==> src/rtl/npu_pkg.sv <==
// Shared convolution-datapath constants and the window feeder state type.
package npu_pkg;

    localparam int DEF_IMG_H = 16;
    localparam int DEF_IMG_W = 15;
    localparam int DEF_K_H   = 3;
    localparam int DEF_K_W   = 3;
    localparam int DEF_DW    = 8;

    typedef enum logic [1:0] {
        S_IDLE,
        S_FILL,
        S_STREAM,
        S_DONE
    } feeder_state_e;

endpackage

==> src/rtl/conv_window_feeder_line_buffer.sv <==
// One image row of pixel storage; read is combinational so the old value at
// addr is available in the same cycle it is overwritten.
module line_buffer #(
    parameter int DEPTH = 15,
    parameter int DW    = 8
) (
    input  logic                     clk,
    input  logic                     we,
    input  logic [$clog2(DEPTH)-1:0] addr,
    input  logic [DW-1:0]            wdata,
    output logic [DW-1:0]            rdata
);

    logic [DW-1:0] mem [DEPTH];

    always_ff @(posedge clk) begin
        if (we) begin
            mem[addr] <= wdata;
        end
    end

    assign rdata = mem[addr];

endmodule

==> src/rtl/conv_window_feeder.sv <==
// Raster pixel stream in, vertical K_H-pixel columns out, with window-complete
// flags for the conv core's image circular register.
module conv_window_feeder
    import npu_pkg::*;
#(
    parameter int IMG_H = DEF_IMG_H,
    parameter int IMG_W = DEF_IMG_W,
    parameter int K_H   = DEF_K_H,
    parameter int K_W   = DEF_K_W,
    parameter int DW    = DEF_DW
) (
    input  logic                     clk,
    input  logic                     rst,
    input  logic                     start,
    input  logic                     in_valid,
    output logic                     in_ready,
    input  logic [DW-1:0]            in_pixel,
    output logic                     out_valid,
    input  logic                     out_ready,
    output logic [K_H*DW-1:0]        out_col,
    output logic                     out_win_valid,
    output logic [$clog2(IMG_H)-1:0] out_row,
    output logic [$clog2(IMG_W)-1:0] out_cidx,
    output logic                     out_last,
    output logic                     busy,
    output logic                     frame_done
);

    localparam int RW = $clog2(IMG_H);
    localparam int CW = $clog2(IMG_W);
    localparam logic [RW-1:0] R_FILL_LAST = RW'(K_H - 2);
    localparam logic [RW-1:0] R_LAST      = RW'(IMG_H - 1);
    localparam logic [CW-1:0] C_LAST      = CW'(IMG_W - 1);
    localparam logic [CW-1:0] C_WIN_FIRST = CW'(K_W - 1);

    feeder_state_e state, state_next;
    logic [RW-1:0] r;
    logic [CW-1:0] c;
    logic          last_taken;
    logic          accept;
    logic [K_H*DW-1:0] col_next;
    logic [DW-1:0] lb_rd [K_H-1];

    // Handshakes: a transfer happens on a rising edge where valid && ready.
    // Once out_valid rises it and all out_* hold until out_ready; in_ready is
    // combinational so a drain and a new accept may share one cycle.
    assign in_ready = (state == S_FILL || state == S_STREAM) && !last_taken
                      && (!out_valid || out_ready);
    assign accept   = in_valid && in_ready;

    for (genvar i = 0; i < K_H - 1; i++) begin : g_lb
        logic [DW-1:0] wdata;
        if (i == K_H - 2) begin : g_top
            assign wdata = in_pixel;
        end else begin : g_mid
            assign wdata = lb_rd[i+1];
        end
        line_buffer #(.DEPTH(IMG_W), .DW(DW)) u_lb (
            .clk   (clk),
            .we    (accept),
            .addr  (c),
            .wdata (wdata),
            .rdata (lb_rd[i])
        );
    end

    always_comb begin
        col_next = '0;
        for (int i = 0; i < K_H - 1; i++) begin
            col_next[i*DW +: DW] = lb_rd[i];
        end
        col_next[(K_H-1)*DW +: DW] = in_pixel;
    end

    always_comb begin
        state_next = state;
        busy       = (state != S_IDLE);
        frame_done = (state == S_DONE);
        unique case (state)
            S_IDLE:   if (start) state_next = S_FILL;
            S_FILL:   if (accept && r == R_FILL_LAST && c == C_LAST) state_next = S_STREAM;
            S_STREAM: if (out_valid && out_ready && out_last) state_next = S_DONE;
            S_DONE:   state_next = S_IDLE;
            default:  state_next = S_IDLE;
        endcase
    end

    always_ff @(posedge clk) begin
        if (rst) begin
            state         <= S_IDLE;
            r             <= '0;
            c             <= '0;
            last_taken    <= 1'b0;
            out_valid     <= 1'b0;
            out_col       <= '0;
            out_win_valid <= 1'b0;
            out_row       <= '0;
            out_cidx      <= '0;
            out_last      <= 1'b0;
        end else begin
            state <= state_next;
            if (state == S_IDLE) begin
                r          <= '0;
                c          <= '0;
                last_taken <= 1'b0;
            end else if (accept) begin
                if (c == C_LAST) begin
                    c <= '0;
                    if (r == R_LAST) begin
                        last_taken <= 1'b1;
                    end else begin
                        r <= r + 1'b1;
                    end
                end else begin
                    c <= c + 1'b1;
                end
            end
            if (accept && state == S_STREAM) begin
                out_valid     <= 1'b1;
                out_col       <= col_next;
                out_win_valid <= (c >= C_WIN_FIRST);
                out_row       <= r;
                out_cidx      <= c;
                out_last      <= (r == R_LAST) && (c == C_LAST);
            end else if (out_ready) begin
                out_valid <= 1'b0;
            end
        end
    end

endmodule

==> config.mk <==
export PLATFORM = sky130hd
export DESIGN_NAME = conv_window_feeder
export DESIGN_NICKNAME = d
export VERILOG_FILES = /design/src/rtl/npu_pkg.sv /design/src/rtl/conv_window_feeder_line_buffer.sv /design/src/rtl/conv_window_feeder.sv
export SDC_FILE = /design/constraint.sdc
export NUM_CORES = 1
export LEC_CHECK = 0
export CAP_MARGIN = 20
export CELL_PAD_IN_SITES_DETAIL_PLACEMENT = 2
export CELL_PAD_IN_SITES_GLOBAL_PLACEMENT = 2
export CORE_UTILIZATION = 26
export CTS_CLUSTER_DIAMETER = 50
export DETAILED_ROUTE_END_ITERATION = 8
export PLACE_DENSITY_LB_ADDON = 0.1
export SYNTH_ARGS = -nofsm -noshare
export SYNTH_HDL_FRONTEND = slang
export SYNTH_SLANG_ARGS = --single-unit
==> constraint.sdc <==
create_clock -name clk -period 3.8 [get_ports clk]
set_input_delay 0.76 -clock clk [delete_from_list [all_inputs] [get_ports clk]]
set_output_delay 0.76 -clock clk [all_outputs]
set_load 0.02 [all_outputs]
==> results.md, run 1 <==
* HPWL Detailed at 19.94 mm
* Post-layout net count at 796
* Final hold vios at 0
* DR vias at 6236
* Period utilization at 83.00%
* TritonRoute pass-1 iters at 4
* Library cells used by synthesis at 41
* Crit. End Element: output port
* Clk sinks at 290
* Area after DPL at 12640 sq um
* Post-synth ARST share at 0%
* Post-CTS Resized at 0
* Final period demand of the worst path at 3.154 ns
* Syn Area/Cell at 16.51 sq um
* Max frequency at 317.0 MHz
* Initial Util at 26.63%
* Worst EP arrival at 2.39 ns
* CTS max path bufs at 3
* Worst slew pin tran at 0.9142 ns
* Total Routed Length at 31.72 mm
* Remaining Overflow, GRT at 0
* Layout area overhead at 23.83%
* Layout cell share with drive strength beyond 1 at 22.13%
* Initial antenna violation count at 0
* Vias in the first global route at 7082
* Reg area at 8212 sq um
* Clock root buffer: clkbuf_16
* ANT cells at 0
* # setup viols final at 0
* Detail-routed via count per cell at 4.499
* Die area at 44280 sq um
* Drt first-iter violations at 280
* Clock transition at path regs at 0.05 ns
* GRT Util Overall at 14.84%
* H-tree depth at 2
* Top post-synthesis cells by count: 240 x edfxtp_1, 62 x nand2_1, 56 x mux2i_1, 50 x dfxtp_1, 37 x nor2_1
* Yosys reg bits at 290
* Yosys top cell area share at 63.81%
* Max-Slew Margin vs Limit at 39.05%
* Cell taking the most area after synthesis: edfxtp_1
* Setup TNS at 0 ns
* Multi-input combinational cell area at 2865 sq um
* Status: complete, no violations
* I/O Pins at 51
* First-pass GRT wire length at 47.68 mm
* Clock Latency Late Sink at 0.53 ns
* Worst vdd ir at 0.2416 mV
* Synthesized net count at 703
* Main area contributors after synthesis: edfxtp_1 64%, dfxtp_1 8.9%, mux4_2 7.2%, mux2i_1 5.0%, nand2_1 2.1%
* CTS Hold Buffers Added at 0
* IO Port Bufs at 50
* CP max FO at 5
* Cell area after layout at 13990 sq um
* CTS Buf Count at 41
* Largest net degree at the start of global routing at 40
* Ys flop type: edfxtp_1
* Worst min path class: reg2reg
* FF-to-FF setup slack at 1.09 ns
* Post-Syn Instances at 684
* Core region area at 42420 sq um
* Final Skew at 0.009861 ns
* Startpoint types: register
* Row cnt at 75
* Final Max Tran Viols at 0
* Die Ht at 210.4 microns
* CTS tree: done
* DRT antenna net count at 0
* Unrepaired setup endpoints after global routing: false
* EDFF count, synth at 240
* Leak pwr at 4.317 nW
* PwrDens at 593.8 nW/um^2
* Gpl congestion at 0.7406
* WP data required at 3.04 ns
* Most common cell in the synthesized netlist: edfxtp_1
* Setup bufs post-CTS at 0
* Die width at 210.4 microns
* Residual DRC count at 0
* Setup Crit Path Kind: reg2out
* Register area share after synthesis at 72.67%
* Synth warn at 0
* Per-cell routed wire length at 22.88 microns
* Fill cells at 4335
* Max-cap violations at 0
* Post-Syn Area at 11290 sq um
[placed cells by master (no fill, tap or decap), drive strengths merged, types with 27 or more instances in the layout]
| cell type | synthesis | layout |
|---|---|---|
| clkdlybuf4s50 | 0 | 49 |
| nand2 | 62 | 62 |
| dfxtp | 50 | 50 |
| edfxtp | 240 | 240 |
| mux2i | 56 | 56 |
| a21oi | 27 | 27 |
| buf | 30 | 43 |
| mux4 | 36 | 36 |
| nor2 | 37 | 37 |
| clkbuf | 12 | 50 |
[logic make-up (layout without fill, tap and decap cells)]
group                    after synthesis  in the layout  share of synthesized area (%)
AO/OA/AOI/OAI                         82             82                          4.930
XOR/XNOR                               2              2                         0.1551
adder cells (fa/ha/maj)                6              6                         0.6647
buffers and inverters                 51            176                          2.470
flip-flops                           290            290                          72.67
multiplexers                         100            100                          12.94
AND/OR/NAND/NOR                      153            153                          6.170
[registers in the layout, summed over array words and instances, names as in the netlist, named ones only]
name / count
r: 4
c: 4
out_valid: 1
out_row: 4
out_last: 1
g_lb.u_lb.mem: 240
state: 2
last_taken: 1
out_cidx: 4
out_win_valid: 1
out_col: 24
[metrics by stage]
stage	hold slack, ns	total power [W]	util, %	worst slack (ns)	cells
after CTS	0.4681	0.008463	32.97	0.5839	1386
final	0.4609	0.008305	32.97	0.6459	1386
after detailed placement	0.4579	0.004671	29.81	0.7288	1311
after global placement	0.4475	0.004640	29.81	0.7335	1311
after global routing	0.4887	0.008630	32.97	0.4861	1386
after floorplan	0.4410	0.004267	-	0.3460	684
[area by class of cell]
class | count | share of cell area (%)
Sequential cell | 290 | 58.71
Inverter | 9 | 0.2415
Clock inverter | 25 | 1.646
Multi-Input combinational cell | 343 | 20.49
Timing Repair Buffer | 92 | 5.797
Tap cell | 577 | 5.162
Clock buffer | 50 | 7.953
[power breakdown]
group          internal [W]  switching [W]  total (W)
Combinational      0.000331       0.000540   0.000871
Sequential          0.00363      0.0000707    0.00371
Clock               0.00230        0.00143    0.00373
Total               0.00626        0.00204    0.00831
[critical path, cell delays in order (launching register included)]
cell	delay [ns]
dfxtp_1	0.39
inv_1	0.09
ha_1	0.31
nor2b_1	0.30
and2_1	0.18
clkdlybuf4s50_1	0.60
[final timing paths]
path	startpoint	to	cells past startpoint
worst max-delay path	state[0]$_SDFFE_PP0P_	in_ready	5
worst max register to register	state[0]$_SDFFE_PP0P_	g_lb[1].u_lb.mem[0][7]$_DFFE_PP_	7
worst min-delay path	out_row[0]$_SDFFE_PP0P_	out_row[0]$_SDFFE_PP0P_	2
worst min register to register	out_row[0]$_SDFFE_PP0P_	out_row[0]$_SDFFE_PP0P_	2
[routing by layer]
layer | vias to the layer above | routed length [microns] | track usage (%)
li1 | 2830 | - | -
met1 | 3279 | 14780 | 19.98
met2 | 83 | 15400 | 24.73
met3 | 44 | 914 | 2.294
met4 | 0 | 621 | 4.223
met5 | - | 0 | 0
Power figures use the tool's default switching activity.
==> inputs of run 2 (changes only) <==
==> constraint.sdc (replaced) <==
create_clock -name clk -period 2.95 [get_ports clk]
set_input_delay 0.59 -clock clk [delete_from_list [all_inputs] [get_ports clk]]
set_output_delay 0.59 -clock clk [all_outputs]
set_load 0.02 [all_outputs]
==> results.md, run 2 (synthesized netlist as in run 1, its figures left out) <==
* CTS Hold Buffers Added at 0 (unchanged)
* Startpoint types: register
* Unrepaired setup endpoints after global routing: false
* Status: complete, no violations
* Reg with most FFs: g_lb.u_lb.mem
* Final Max Tran Viols at 0 (unchanged)
* Met3 Routed Length at 1.125 mm (+23%)
* Final Skew at 0.02943 ns (+0.01957 ns)
* Largest regs: g_lb.u_lb.mem x240, out_col x24
* Remaining Overflow, GRT at 0 (unchanged)
* Die area at 44280 sq um (unchanged)
* Worst hold slack at 0.4540 ns (-0.006824 ns)
* TritonRoute pass-1 iters at 4 (unchanged)
* Largest net degree at the start of global routing at 39 (-2.5%)
* Top routing layer used: met4
* Worst slew pin tran at 0.8091 ns (-0.1051 ns)
* Area after DPL at 12850 sq um (+1.6%)
* Clock transition at path regs at 0.06 ns (about the same)
* IO Port Bufs at 50 (unchanged)
* Final period demand of the worst path at 2.713 ns
* Leak pwr at 4.314 nW (about the same)
* Worst EP arrival at 2.12 ns (-0.27 ns)
* HP Start: out_cidx[2]$_SDFFE_PP0P_
* Fin worst setup slack at 0.2369 ns (-0.4089 ns)
* Max-cap violations at 0 (unchanged)
* Initial antenna violation count at 0 (unchanged)
* FF-to-FF setup slack at 0.38 ns (-0.71 ns)
* Cell area after layout at 14090 sq um (+0.73%)
* Period utilization at 91.97%
* WL met2 at 15.31 mm (-0.56%)
* DR vias at 6282 (+0.74%)
* Pwr Total at 0.01053 W (+27%)
* Clock root buffer: clkbuf_16
* R2r endpoint: out_col[2]$_SDFFE_PP0P_
* Total Routed Length at 31.30 mm (-1.3%)
* First-pass GRT wire length at 46.95 mm (-1.5%)
* Core region area at 42420 sq um (unchanged)
* Max reg flops at 240 (unchanged)
* CTS Buf Count at 39 (-4.9%)
* Die width at 210.4 microns (unchanged)
* R2R cell count at 5 (-2)
* Initial Util at 26.63% (unchanged)
* CP max FO at 5 (unchanged)
* WP data required at 2.36 ns (-0.68 ns)
* Crit. End Element: output port
* Most common cell after layout, fill and taps aside: edfxtp_1
* Gpl congestion at 0.6947 (-6.2%)
* Post-layout net count at 795 (-0.13%)
* DRT antenna net count at 0 (unchanged)
* Crit-path slowest cell: dfxtp_1
* R2R Path Start: c[0]$_SDFFE_PP0P_
* HPWL Detailed at 19.62 mm (-1.6%)
* CTS max path bufs at 3 (unchanged)
* Drt first-iter violations at 339 (+21%)
* Hold Path End: out_cidx[2]$_SDFFE_PP0P_
* Detail-routed via count per cell at 4.536 (+0.81%)
* Max-Slew Margin vs Limit at 45.89% (+6.8 points)
* Layout area overhead at 24.73%
* Most frequent cells in the layout: 240 x edfxtp_1, 62 x nand2_1, 56 x mux2i_1, 48 x clkdlybuf4s50_1, 46 x dfxtp_1
* Max frequency at 368.6 MHz
* Critical-path cell list: inv_1 -> ha_1 -> nor2b_2 -> and2_1 -> dlygate4sd2_1
* GRT Util Overall at 14.70% (-0.14 points)
* Layout cell share with drive strength beyond 1 at 22.18% (+0.055 points)
* M1 wire length at 14.26 mm (-3.5%)
* Vias in the first global route at 7050 (-0.45%)
* PwrDens at 747.2 nW/um^2 (+26%)
* Per-cell routed wire length at 22.60 microns (-1.3%)
* Worst vdd ir at 0.3371 mV (+40%)
* CTS tree: done
* Residual DRC count at 0 (unchanged)
* CP peak stage delay at 0.41 ns (-0.19 ns)
* Row cnt at 75 (unchanged)
* H-tree depth at 2 (unchanged)
* Final hold vios at 0 (unchanged)
* Die Ht at 210.4 microns (unchanged)
* Worst min path class: reg2reg
* Clk sinks at 290 (unchanged)
* # setup viols final at 0 (unchanged)
* Clock Latency Late Sink at 0.55 ns (+0.02 ns)
* I/O Pins at 51 (unchanged)
* Setup TNS at 0 ns (unchanged)
* Setup Crit Path Kind: reg2out
* Hold Crit Depth at 2 (unchanged)
* Setup WS pre-CTS at 0.2092 ns (-0.5197 ns)
==> run 2: changes by cell type in the layout (fill, tap and decap cells not counted), moves of 2 or more <==
cell,delta
buf_12,+15
buf_4,-14
clkbuf_1,+2
clkbuf_16,-4
clkinv_1,-2
==> run 2: where the power goes <==
group	internal, W	total, W	switching [W]
Combinational	0.000463	0.00127	0.000805
Sequential	0.00468	0.00474	0.0000628
Clock	0.00269	0.00451	0.00183
==> run 2: worst max-delay path: cells and delay by family, from the launching register on <==
family | cells | cell delay, ns
flip-flops | 1 | 0.41
adder cells (fa/ha/maj) | 1 | 0.31
buffers and inverters | 2 | 0.43
AND/OR/NAND/NOR | 2 | 0.42
==> run 2: metal layers <==
metal  up-vias  GRT usage (%)
met4         0          3.898
li1       2823              -
met3        45          3.159
met5         -              0
met2        90          24.64
met1      3324          19.23
==> run 2: how the worst max path moves through the flow <==
stage | startpoint | to | slack, ns | cells past startpoint
2_1_floorplan | state[0]$_SDFFE_PP0P_ | g_lb[0].u_lb.mem[4][0]$_DFFE_PP_ | -0.26 | 5
3_3_place_gp | out_ready | g_lb[1].u_lb.mem[1][2]$_DFFE_PP_ | 0.25 | 6
3_5_place_dp | out_ready | g_lb[1].u_lb.mem[1][6]$_DFFE_PP_ | 0.21 | 6
4_1_cts | state[0]$_SDFFE_PP0P_ | in_ready | 0.18 | 5
5_1_grt | state[0]$_SDFFE_PP0P_ | in_ready | 0.10 | 5
6_report | state[0]$_SDFFE_PP0P_ | in_ready | 0.24 | 5
==> run 2: timing repair <==
item | CTS | global route
gates resized for setup | 2 | 0
setup endpoints to repair | 1 | 0
buffers inserted | 0 | 0
==> run 2: cell type report <==
type	instances	area [sq um]
inverters	9	33.78
repair buffers	93	1005
well taps	577	721.9
diodes	1	2.502
multi-input cells	343	2877
fillers	4319	28330
clock buffers	49	1033
clock inverters	23	201.4
flip-flops and latches	290	8213
==> run 2: per-stage QoR <==
stage,instances,util (%)
floorplan,684,-
global placement,1312,30.29
detailed placement,1312,30.29
CTS,1384,33.21
global route,1384,33.21
finish,1385,33.21
==> inputs of run 3 (changes only) <==
--- a/config.mk
+++ b/config.mk
@@ -5,6 +5,7 @@
 export SDC_FILE = /design/constraint.sdc
 export NUM_CORES = 1
 export LEC_CHECK = 0
+export ABC_AREA = 1
 export CAP_MARGIN = 20
 export CELL_PAD_IN_SITES_DETAIL_PLACEMENT = 2
 export CELL_PAD_IN_SITES_GLOBAL_PLACEMENT = 2
==> results.md, run 3 <==
* Clock transition at path regs at 0.05 ns (about the same)
* Placed Instances at 1758 (+34%)
* TritonRoute pass-1 iters at 4 (unchanged)
* Period utilization at 91.29% (-0.68 points)
* CP max FO at 4 (-1)
* Initial antenna violation count at 0 (unchanged)
* Remaining Overflow, GRT at 0 (unchanged)
* Most common cell after layout, fill and taps aside: nand2_1
* Crit-path slowest cell: clkdlybuf4s50_1
* CP peak stage delay at 0.61 ns (+0.20 ns)
* Main area contributors after synthesis: edfxtp_1 61%, nand2_1 12%, dfxtp_1 8.5%, nand3_1 5.2%, inv_1 2.9%
* Layout cell share with drive strength beyond 1 at 13.43% (-8.8 points)
* Max-Slew Margin vs Limit at 51.44% (+5.5 points)
* Final hold vios at 0 (unchanged)
* DRT antenna net count at 0 (unchanged)
* Setup WS pre-CTS at 0.3438 ns (+0.1347 ns)
* Clock Latency Late Sink at 0.57 ns (+0.02 ns)
* Setup Crit Path Kind: reg2out
* Reg with most FFs: g_lb.u_lb.mem
* IO Port Bufs at 50 (unchanged)
* Gpl congestion at 0.7393 (+6.4%)
* Drt first-iter violations at 317 (-6.5%)
* Synth warn at 0 (unchanged)
* CTS tree: done
* Post-synth ARST share at 0% (unchanged)
* Per-cell routed wire length at 20.82 microns (-7.9%)
* Post-synthesis adder-cell area fraction at 0.6361% (-0.029 points)
* Max-cap violations at 0 (unchanged)
* Non-Filler Instances at 1845 (+33%)
* Worst min path class: reg2reg
* Worst slew pin tran at 0.7262 ns (-0.08291 ns)
* Setup bufs post-CTS at 0 (unchanged)
* Worst EP arrival at 2.10 ns (-0.02 ns)
* Ys flop type: edfxtp_1
* Simple logic cell fraction of the synthesized area at 21.37% (+15 points)
* EDFF count, synth at 240 (unchanged)
* Total Routed Length at 38.42 mm (+23%)
* Post-Syn Area at 11800 sq um (+4.5%)
* Worst vdd ir at 0.4290 mV (+27%)
* Residual DRC count at 0 (unchanged)
* Max frequency at 371.3 MHz (+0.74%)
* Max reg flops at 240 (unchanged)
* First-pass GRT wire length at 58.04 mm (+24%)
* H-tree depth at 2 (unchanged)
* Die area at 46250 sq um (+4.4%)
* Most frequent cells in the layout: 372 x nand2_1, 240 x edfxtp_1, 123 x nand3_1, 89 x inv_1, 70 x nor2_1
* Library cells used by synthesis at 33 (-20%)
* Worst Path Buf+Inv at 2 (unchanged)
* Largest net degree at the start of global routing at 57 (+46%)
* DR vias at 8210 (+31%)
* Die Ht at 215.1 microns (+2.2%)
* Combinational family with the most area after synthesis: simple AND/OR/NAND/NOR gates
* Most common cell in the synthesized netlist: nand2_1
* CTS Hold Buffers Added at 0 (unchanged)
* Complex-gate fraction of the synthesized area at 2.958% (-2.0 points)
* Critical-path cell list: inv_1 -> ha_1 -> nand2_1 -> nor2_1 -> clkdlybuf4s50_1
* Top post-synthesis cells by count: 372 x nand2_1, 240 x edfxtp_1, 123 x nand3_1, 90 x inv_1, 76 x nor2_1
* Die width at 215.1 microns (+2.2%)
* Clk sinks at 290 (unchanged)
* Core region area at 44510 sq um (+4.9%)
* Synthesized net count at 1127 (+60%)
* CTS max path bufs at 3 (unchanged)
* Largest regs: g_lb.u_lb.mem x240, out_col x24
* I/O Pins at 51 (unchanged)
* Post-CTS Resized at 0 (-2)
* Final period demand of the worst path at 2.693 ns (-0.02005 ns)
* Fill cells at 4846 (+12%)
* HPWL Detailed at 24.86 mm (+27%)
* Yosys top cell area share at 61.07% (-2.7 points)
* Proportion of synthesized area in mux cells at 0% (-13 points)
* Post-synthesis xor/xnor area fraction at 0.07422% (-0.081 points)
* Unrepaired setup endpoints after global routing: false
* Post-Syn Instances at 1108 (+62%)
* Syn Area/Cell at 10.65 sq um (-35%)
* Register area share after synthesis at 69.55% (-3.1 points)
* Fin worst setup slack at 0.2570 ns (+0.02005 ns)
* PwrDens at 842.2 nW/um^2 (+13%)
* Final Skew at 0.01855 ns (-0.01089 ns)
* Setup TNS at 0 ns (unchanged)
* Reg area at 8212 sq um (about the same)
* Leak pwr at 5.790 nW (+34%)
* Pwr Total at 0.01265 W (+20%)
* Layout area overhead at 27.27%
* GRT Util Overall at 17.02% (+2.3 points)
* Row cnt at 77 (+2.7%)
* Multi-input combinational cell area at 3005 sq um (+4.5%)
* Post-layout net count at 1233 (+55%)
* Status: complete, no violations
* # setup viols final at 0 (unchanged)
* Initial Util at 26.51% (-0.11 points)
* Vias in the first global route at 9240 (+31%)
* Detail-routed via count per cell at 4.450 (-1.9%)
* WP data required at 2.36 ns (about the same)
* Cell taking the most area after synthesis: edfxtp_1
* Crit. End Element: output port
* Startpoint types: register
* Final Max Tran Viols at 0 (unchanged)
* Yosys reg bits at 290 (unchanged)
* Crit-path leading delay family: buffers and inverters
* Clock root buffer: clkbuf_16
* CTS Buf Count at 46 (+18%)
[run 3: cell count changes in the layout (fill, tap and decap cells not counted), sizes merged, moves of 12 or more]
cell   change
nor2      +46
inv       +86
o21ai     +20
mux2i     -56
nand3    +117
mux4      -36
buf       +12
nand2    +314
[run 3: worst min-delay path, stage by stage, from the launching register on]
cell,delay (ns)
dfxtp_1,0.32
nand2_1,0.07
a21oi_1,0.06
[run 3: metrics by stage]
step | hold WS [ns] | util, % | instance area, sq um
after global routing | 0.5346 | 33.73 | 15010
after floorplan | 0.4665 | - | 11800
after global placement | 0.4935 | 30.08 | 13390
final | 0.4990 | 33.74 | 15020
after detailed placement | 0.5054 | 30.08 | 13390
after CTS | 0.5119 | 33.73 | 15010
[run 3: logic make-up after synthesis]
| family | Yosys count |
|---|---|
| buffers and inverters | 143 |
| XOR/XNOR | 1 |
| AO/OA/AOI/OAI | 68 |
| AND/OR/NAND/NOR | 600 |
| flip-flops | 290 |
| adder cells (fa/ha/maj) | 6 |
[run 3: routing by layer]
layer  part of all wire (%)  up-vias  global-route usage (%)
met4                    2.7        0                   5.650
met5                      0        -                       0
met3                    3.3       62                   3.454
met2                     50       96                   30.17
li1                       -     3919                       -
met1                     44     4133                   20.49
[run 3: cell type report]
class	count	share of cell area, %
inverter	95	2.399
antenna	2	0.03332
timing repair buffer	106	7.131
clock buffer	49	7.947
sequential	290	54.67
multi-input combinational	675	20.01
tap	592	4.932
clock inverter	36	2.874
[run 3: report_power, final]
group	total [W]	internal [W]	switching (W)
Combinational	0.00201	0.000586	0.00142
Clock	0.00574	0.00366	0.00208
Sequential	0.00490	0.00481	0.0000951
Total	0.0126	0.00905	0.00360
[run 3: worst paths after layout]
kind                                       startpoint                          endpoint  slack (ns)  depth (start not counted)
worst min-delay path            out_last$_SDFFE_PP0P_             out_last$_SDFFE_PP0P_        0.50                          2
worst max-delay path            state[0]$_SDFFE_PP0P_                          in_ready        0.26                          5
worst max register to register  state[0]$_SDFFE_PP0P_  g_lb[0].u_lb.mem[9][7]$_DFFE_PP_        0.71                          9
worst min register to register  out_last$_SDFFE_PP0P_             out_last$_SDFFE_PP0P_        0.50                          2
